$ cat src/rtl/chess_pkg.sv
// ----------------------------------------------------------------------------
// chess_pkg
// Constants and helpers shared by the move generator datapath:
//   - move word geometry (MOVE_W, LANES, WORD_W)
//   - flag bit positions inside a 19-bit move word [7b flag][6b from][6b to]
//   - IMOV, the all-ones "no move" lane filler
//   - piece / colour codes
//   - collector FSM state encoding
//   - lane extraction and lane-valid-mask helpers
// ----------------------------------------------------------------------------
package chess_pkg;

   localparam int MOVE_W = 19;
   localparam int LANES  = 8;
   localparam int WORD_W = MOVE_W * LANES;   // 152

   // Flag bit indices within a move word
   localparam int F_INVALID   = 18;
   localparam int F_PROMOTE   = 17;
   localparam int F_PAWN      = 16;
   localparam int F_PAWN2     = 15;
   localparam int F_ENPASSANT = 14;
   localparam int F_CASTLE    = 13;
   localparam int F_CAPTURE   = 12;

   localparam logic [MOVE_W-1:0] IMOV = 19'h7FFFF;

   typedef enum logic [2:0] {
      PC_NONE   = 3'd0,
      PC_PAWN   = 3'd1,
      PC_KNIGHT = 3'd2,
      PC_BISHOP = 3'd3,
      PC_ROOK   = 3'd4,
      PC_QUEEN  = 3'd5,
      PC_KING   = 3'd6
   } piece_e;

   typedef enum logic {
      COL_WHITE = 1'b0,
      COL_BLACK = 1'b1
   } colour_e;

   typedef enum logic [2:0] {
      S_IDLE  = 3'd0,
      S_WAIT  = 3'd1,
      S_SCAN  = 3'd2,
      S_READ  = 3'd3,
      S_LATCH = 3'd4,
      S_UNPK  = 3'd5,
      S_FIN   = 3'd6
   } mc_state_e;

   // Lane i occupies bits [19i+18 : 19i]
   function automatic logic [MOVE_W-1:0] lane_of(input logic [WORD_W-1:0] w,
                                                 input logic [2:0]        idx);
      return w[int'(idx)*MOVE_W +: MOVE_W];
   endfunction

   // A lane is usable when its invalid flag is clear
   function automatic logic [LANES-1:0] valid_mask(input logic [WORD_W-1:0] w);
      logic [LANES-1:0] m;
      for (int i = 0; i < LANES; i++) m[i] = ~w[i*MOVE_W + F_INVALID];
      return m;
   endfunction

endpackage

$ cat src/rtl/lane_pick.sv
// ----------------------------------------------------------------------------
// lane_pick
// Combinational highest-set-bit priority encoder over the lane mask.
//   i_mask : per-lane valid bits
//   o_idx  : index of the highest set bit (0 when none set)
//   o_any  : at least one bit set
// ----------------------------------------------------------------------------
module lane_pick
   import chess_pkg::*;
(
   input  logic [LANES-1:0] i_mask,
   output logic [2:0]       o_idx,
   output logic             o_any
);

   // Ascending scan: the last hit wins, which is the highest set bit
   always_comb begin
      o_idx = '0;
      for (int i = 0; i < LANES; i++)
         if (i_mask[i]) o_idx = 3'(i);
   end

   assign o_any = |i_mask;

endmodule

$ cat src/rtl/move_collector.sv
// ----------------------------------------------------------------------------
// move_collector
// Once every square unit has finished generating, walks squares 0..63, drains
// each square's move FIFO word by word and streams the valid 19-bit lanes out
// through a valid/ready port, lane 7 first.
//   clk, reset       : clock, synchronous active-high reset
//   start            : one-cycle request for a collection pass (IDLE only)
//   sqDone[63:0]     : per-square generation-done flags
//   fifoEmpty[63:0]  : per-square FIFO empty flags
//   fifoOut[151:0]   : q of the FIFO selected by sqSel (normal-mode FIFO)
//   sqSel[5:0]       : currently addressed square
//   rden             : one-cycle read strobe to the selected FIFO
//   moveOut[18:0]    : move word, bit-exact copy of the lane
//   moveValid        : qualifies moveOut
//   moveReady        : consumer acceptance
//   moveCount[7:0]   : moves accepted this pass, saturating at 255
//   done             : one-cycle end-of-pass pulse
// ----------------------------------------------------------------------------
module move_collector
   import chess_pkg::*;
(
   input  logic              clk,
   input  logic              reset,
   input  logic              start,
   input  logic [63:0]       sqDone,
   input  logic [63:0]       fifoEmpty,
   input  logic [WORD_W-1:0] fifoOut,
   output logic [5:0]        sqSel,
   output logic              rden,
   output logic [MOVE_W-1:0] moveOut,
   output logic              moveValid,
   input  logic              moveReady,
   output logic [7:0]        moveCount,
   output logic              done
);

   mc_state_e         r_state;
   logic [5:0]        r_sqSel;
   logic              r_rden;
   logic [MOVE_W-1:0] r_moveOut;
   logic              r_moveValid;
   logic [7:0]        r_moveCount;
   logic              r_done;
   logic [WORD_W-1:0] r_word;
   logic [LANES-1:0]  r_mask;      // lanes still to be presented

   logic [LANES-1:0]  w_pickMask;
   logic [WORD_W-1:0] w_pickWord;
   logic [2:0]        w_idx;
   logic              w_any;
   logic [MOVE_W-1:0] w_lane;
   logic [LANES-1:0]  w_maskClr;
   logic              w_xfer;

   // In LATCH the encoder looks straight at the fresh FIFO word so the first
   // lane is registered in the same cycle the word is captured; in UNPK it
   // works on the held word and the remaining mask.
   assign w_pickMask = (r_state == S_LATCH) ? valid_mask(fifoOut) : r_mask;
   assign w_pickWord = (r_state == S_LATCH) ? fifoOut : r_word;

   lane_pick u_pick (
      .i_mask (w_pickMask),
      .o_idx  (w_idx),
      .o_any  (w_any)
   );

   assign w_lane    = lane_of(w_pickWord, w_idx);
   assign w_maskClr = w_pickMask & ~(LANES'(1) << w_idx);
   assign w_xfer    = r_moveValid & moveReady;

   always_ff @(posedge clk) begin
      if (reset) begin
         r_state     <= S_IDLE;
         r_sqSel     <= '0;
         r_rden      <= 1'b0;
         r_moveOut   <= '0;
         r_moveValid <= 1'b0;
         r_moveCount <= '0;
         r_done      <= 1'b0;
         r_word      <= '0;
         r_mask      <= '0;
      end else begin
         r_rden <= 1'b0;
         r_done <= 1'b0;
         case (r_state)
            S_IDLE: begin
               if (start) begin
                  r_moveCount <= '0;
                  r_sqSel     <= '0;
                  r_state     <= S_WAIT;
               end
            end
            S_WAIT: begin
               if (&sqDone) r_state <= S_SCAN;
            end
            S_SCAN: begin
               if (!fifoEmpty[r_sqSel]) begin
                  r_rden  <= 1'b1;          // high for the single READ cycle
                  r_state <= S_READ;
               end else if (r_sqSel == 6'd63) begin
                  r_state <= S_FIN;
               end else begin
                  r_sqSel <= r_sqSel + 6'd1;
               end
            end
            S_READ: begin
               r_state <= S_LATCH;
            end
            S_LATCH: begin
               r_word <= fifoOut;
               if (w_any) begin
                  r_moveOut   <= w_lane;
                  r_moveValid <= 1'b1;
                  r_mask      <= w_maskClr;
                  r_state     <= S_UNPK;
               end else begin
                  // All lanes invalid: nothing to emit, keep draining
                  r_mask  <= '0;
                  r_state <= S_SCAN;
               end
            end
            S_UNPK: begin
               if (w_xfer) begin
                  if (r_moveCount != 8'hFF) r_moveCount <= r_moveCount + 8'd1;
                  if (w_any) begin
                     r_moveOut <= w_lane;
                     r_mask    <= w_maskClr;
                  end else begin
                     r_moveValid <= 1'b0;
                     r_state     <= S_SCAN;  // same square: drain until empty
                  end
               end
            end
            S_FIN: begin
               r_done  <= 1'b1;
               r_state <= S_IDLE;
            end
            default: r_state <= S_IDLE;
         endcase
      end
   end

   assign sqSel     = r_sqSel;
   assign rden      = r_rden;
   assign moveOut   = r_moveOut;
   assign moveValid = r_moveValid;
   assign moveCount = r_moveCount;
   assign done      = r_done;

endmodule

$ cat config.mk
export PLATFORM = sky130hd
export DESIGN_NAME = move_collector
export DESIGN_NICKNAME = d
export VERILOG_FILES = /design/src/rtl/chess_pkg.sv /design/src/rtl/lane_pick.sv /design/src/rtl/move_collector.sv
export SDC_FILE = /design/constraint.sdc
export NUM_CORES = 1
export LEC_CHECK = 0
export ABC_AREA = 1
export BUFFER_PORTS_ARGS = -buffer_cell sky130_fd_sc_hd__buf_2
export CAP_MARGIN = 0
export CORE_UTILIZATION = 39
export DETAILED_ROUTE_END_ITERATION = 7
export PLACE_DENSITY = 0.75
export SLEW_MARGIN = 40
export SYNTH_ARGS = -nofsm -noshare
export SYNTH_HDL_FRONTEND = slang
export SYNTH_HIERARCHICAL = 1
export SYNTH_SLANG_ARGS = --single-unit
$ cat constraint.sdc
create_clock -name clk -period 7.1 [get_ports clk]
set_clock_uncertainty 0.05 [all_clocks]
set_input_delay 0 -clock clk [delete_from_list [all_inputs] [get_ports clk]]
set_output_delay 0 -clock clk [all_outputs]
set_load 0.05 [all_outputs]
==> results list <==
* Outcome: complete, no violations
- Pin count of the biggest net entering global routing: around 90
* Average instance area after synthesis: between 7 and 8 µm²
- After detailed routing, the number of vias per cell comes to 5.257.
* WL/cell: 17.15 µm
* Period Utilization, post-route: between 60% and 70%
* Chain of cells forming the critical path: nor2_2 -> nand2_8 -> inv_1 -> buf_4 -> nand2_1 -> o21a_1 -> nor2_1 -> nand3_1 -> inv_1 -> nor2_1 -> a21oi_2 -> inv_1 -> o21ai_0 -> a41oi_1
- Vertical die dimension: between 150 and 200 µm
- Ranked by instance count, the synthesized netlist is headed by 199 x sky130_fd_sc_hd__dfxtp_1, 197 x sky130_fd_sc_hd__nor2_1, 173 x sky130_fd_sc_hd__nand2_1.
* Fin Setup TNS: 0 ps
- Post-layout nets: about 1.9k
- The critical path is of the flip-flop to flip-flop type.
- The internal power of the cells totals approximately 2100 µW.
- Global-route wire length before repair: 51,720 µm
- Transition time of the tightest slew-check pin: 867.4 ps
- Buffers added to address setup during post-CTS repair amount to 0.
- Chip width: roughly 160 µm
* Clock-pin slew of the registers on the worst-case setup and hold paths: 70 ps
- Number of enable flip-flop cells after synthesis: 0
- Clock sink count: 199
* Crit path buf inv count: 4
- After floorplanning, the core was divided into 56 placement rows.
* Critical path endpoint category: flip-flop
* Switching power share of the total: 40.38%
* Minimum clock period after layout: 4400 ps
* Antenna-violating nets left: 0
- The worst setup path is launched from a flip-flop.
- Clock root buffer: sky130_fd_sc_hd__clkbuf_16
* Clock share of power: between 20% and 30%
* Number of instances in the synthesized netlist: approximately 1.2k
- Setup repair after global routing missed its margin: no
* Dominant cell by count in the synthesized netlist: sky130_fd_sc_hd__dfxtp_1
* F_max: ~230 MHz
* Setup-failing EPs final: 0
- For this design, the slowest cell found on the critical path is sky130_fd_sc_hd__inv_1.
- Reg-to-reg startpoint: r_state[0]
* Pwr Density: 264.9 nW/µm²
- In this run the worst hold path is classified as input pin to flip-flop.
- Final core occ: between 50% and 60%
* Gpl congestion: about 0.93
- After global routing the overflow that remains totals 0.
- The cell that appears most often on the critical path is sky130_fd_sc_hd__inv_1.
- Launching instance or port of the critical path: r_state[0]
* Number of distinct library cell variants in the gate-level netlist after synthesis: between 40 and 50
- Once the floorplan was initialized, standard cells occupied roughly 40% of the core.
- Max-slew headroom at the worst pin: 42.11%
- DRC errors left: 0
- STA puts the critical path data arrival time at around 4600 ps.
- Standby leakage power: approximately 0.0067 µW
- Area share of the largest cell type after synthesis: 41.72%
* Total die area: ~25,000 µm²
- The largest total area in the synthesized netlist belongs to sky130_fd_sc_hd__dfxtp_1.
- Total number of vias: approximately 10k
* Max Cap Viol: 0
- For this run, the slowest stage of the critical path takes between 500 and 600 ps.
- The filler cells instantiated in the layout total about 2.1k.
- Largest driver fanout on the critical path: 84
* Flip-flop and latch count after synthesis: ~200
- Total number of yosys warnings: 6
- Insertion delay to the later sink of the worst-skew pair: between 400 and 500 ps
* Layout overhead on the synthesized area: 39.69%
* Min-delay src: start
- Max-slew violation count: 0
- The final layout contains routed wiring with a total length of 34,230 µm.
- The mapped netlist covers 9549 µm².
- The H-tree generated during clock tree synthesis spans 4 levels.
- Global-route total usage across every layer: 26.88%
- The number of gates resized after CTS was 0.
- Of the total power, combinational logic draws a little under two fifths.
* Maximum count of clock buffers along a single path: 2
- Cell types occupying the most area after synthesis: sky130_fd_sc_hd__dfxtp_1 42%, sky130_fd_sc_hd__mux2i_1 12%, sky130_fd_sc_hd__nor2_1 7.7%
- The number of hold-slack violations in the final timing report is 0.
- DR pass1 iterations: 5
- Sequential elements use between 40% and 50% of the synthesized area.
- Initial antenna violation count: 0
- After clock tree synthesis, the flow added hold-fix buffers numbering approximately 150.
* Core Region: approximately 24,000 µm²
* Boundary pin count: between 300 and 400
- Switching component of the power: roughly 1400 µW
- Post-synth top flop: sky130_fd_sc_hd__dfxtp_1
- Summed over all nets, the half-perimeter wirelength after detailed placement is between 20,000 and 25,000 µm.
* Maximum ir drop on the vdd rail: around 0.18 mV
- Per report_power, the sequential group accounts for a little over a third of the total.
- Required time of the worst setup path: 7330 ps
- TritonCTS built the clock tree.
- Net count of the mapped netlist: roughly 1.5k
- The via count of the first global-routing pass was 10.01k.
* Share of final-layout standard cells stronger than drive strength 1: between 20% and 30%
- In this run, CTS created clock tree buffers numbering 17.
* Number of design-rule violations left by the first detailed-router iteration: 904
- Grouping stages by cell kind, the critical path spends the most delay in buffers and inverters.
- Of all flip-flops after synthesis, the portion carrying an async set or reset was 0%.
- IO buf count: approximately 320
==> path summary, 6_finish.rpt <==
kind	slack [ps]	end	cells past startpoint
min	110	sqSel[4]	5
max	2700	moveOut[4]	14
min reg2reg	430	r_word[91]	2
max reg2reg	2700	moveOut[4]	14
==> sequential cells by signal, summed over array words and instances, names as in the netlist <==
name / cells
moveCount: 8
r_word: 152
moveValid: 1
r_mask: 8
sqSel: 6
done: 1
rden: 1
moveOut: 19
r_state: 3
==> per-stage QoR <==
stage          setup slack [ps]  hold WS, ps  area [µm²]  std cells  power, µW
2_1_floorplan              4533        105.4        9549       1241       2117
3_3_place_gp               2805        202.8       11200       1810       2453
3_5_place_dp               2680        208.6       11200       1810       2471
4_1_cts                    2649        79.28       13310       1993       3498
5_1_grt                    2355        163.8       13330       1994       3689
6_report                   2700        108.6       13340       1996       3534
==> layout make-up <==
class                   count  area (µm²)  share of cell area (%)
multi-input cells         858        4763                   35.71
flip-flops and latches    199        3984                   29.87
repair buffers            478        3187                   23.89
clock buffers              18       429.2                   3.217
inverters                 109       412.9                   3.095
well taps                 319       399.1                   2.992
clock inverters            13       158.9                   1.191
diodes                      2       5.005                 0.03752
==> layer usage <==
metal	wire (µm)	part of all wire, %	GRT usage, %
met1	13840	40	32.76
met2	16170	47	45.13
met3	2688	7.9	5.308
met4	1523	4.4	13.14
met5	0	0	0
==> cells in the final DEF, fill, tap and decap left out, drive strengths merged, types with 18 or more instances in the layout <==
master	Yosys	routed
clkbuf	38	18
dfxtp	199	199
inv	107	113
nor2	202	202
nand3	64	64
a21oi	32	32
or2	31	31
nand2	176	176
dlygate4sd3	0	153
mux2i	111	111
o22ai	56	56
o21ai	101	101
buf	37	325
==> tightest hold or removal path: stages <==
cell	delay, ps
sky130_fd_sc_hd__buf_2	110
sky130_fd_sc_hd__nor2_1	150
sky130_fd_sc_hd__nor2_1	130
sky130_fd_sc_hd__nand3_1	100
sky130_fd_sc_hd__a21oi_1	60
==> power groups by stage <==
| stage | clock, µW | combinational (µW) | sequential, µW |
|---|---|---|---|
| 6_report | 972 | 1330 | 1240 |
| 5_1_grt | 1020 | 1420 | 1240 |
| 4_1_cts | 981 | 1280 | 1230 |
| 3_5_place_dp | 0 | 1210 | 1260 |
| 3_3_place_gp | 0 | 1200 | 1260 |
| 2_1_floorplan | 0 | 828 | 1290 |
==> cells by family (layout without fill, tap and decap cells) <==
logic type | count (synthesis) | count (layout) | synth area share [%]
AND/OR/NAND/NOR | 501 | 501 | 22.67
other | 0 | 2 | 0
buffers and inverters | 184 | 618 | 8.569
AO/OA/AOI/OAI | 240 | 240 | 14.78
XOR/XNOR | 4 | 4 | 0.3668
flip-flops | 199 | 199 | 41.72
multiplexers | 111 | 111 | 11.64
adder cells (fa/ha/maj) | 2 | 2 | 0.2620
Power figures use the tool's default switching activity.
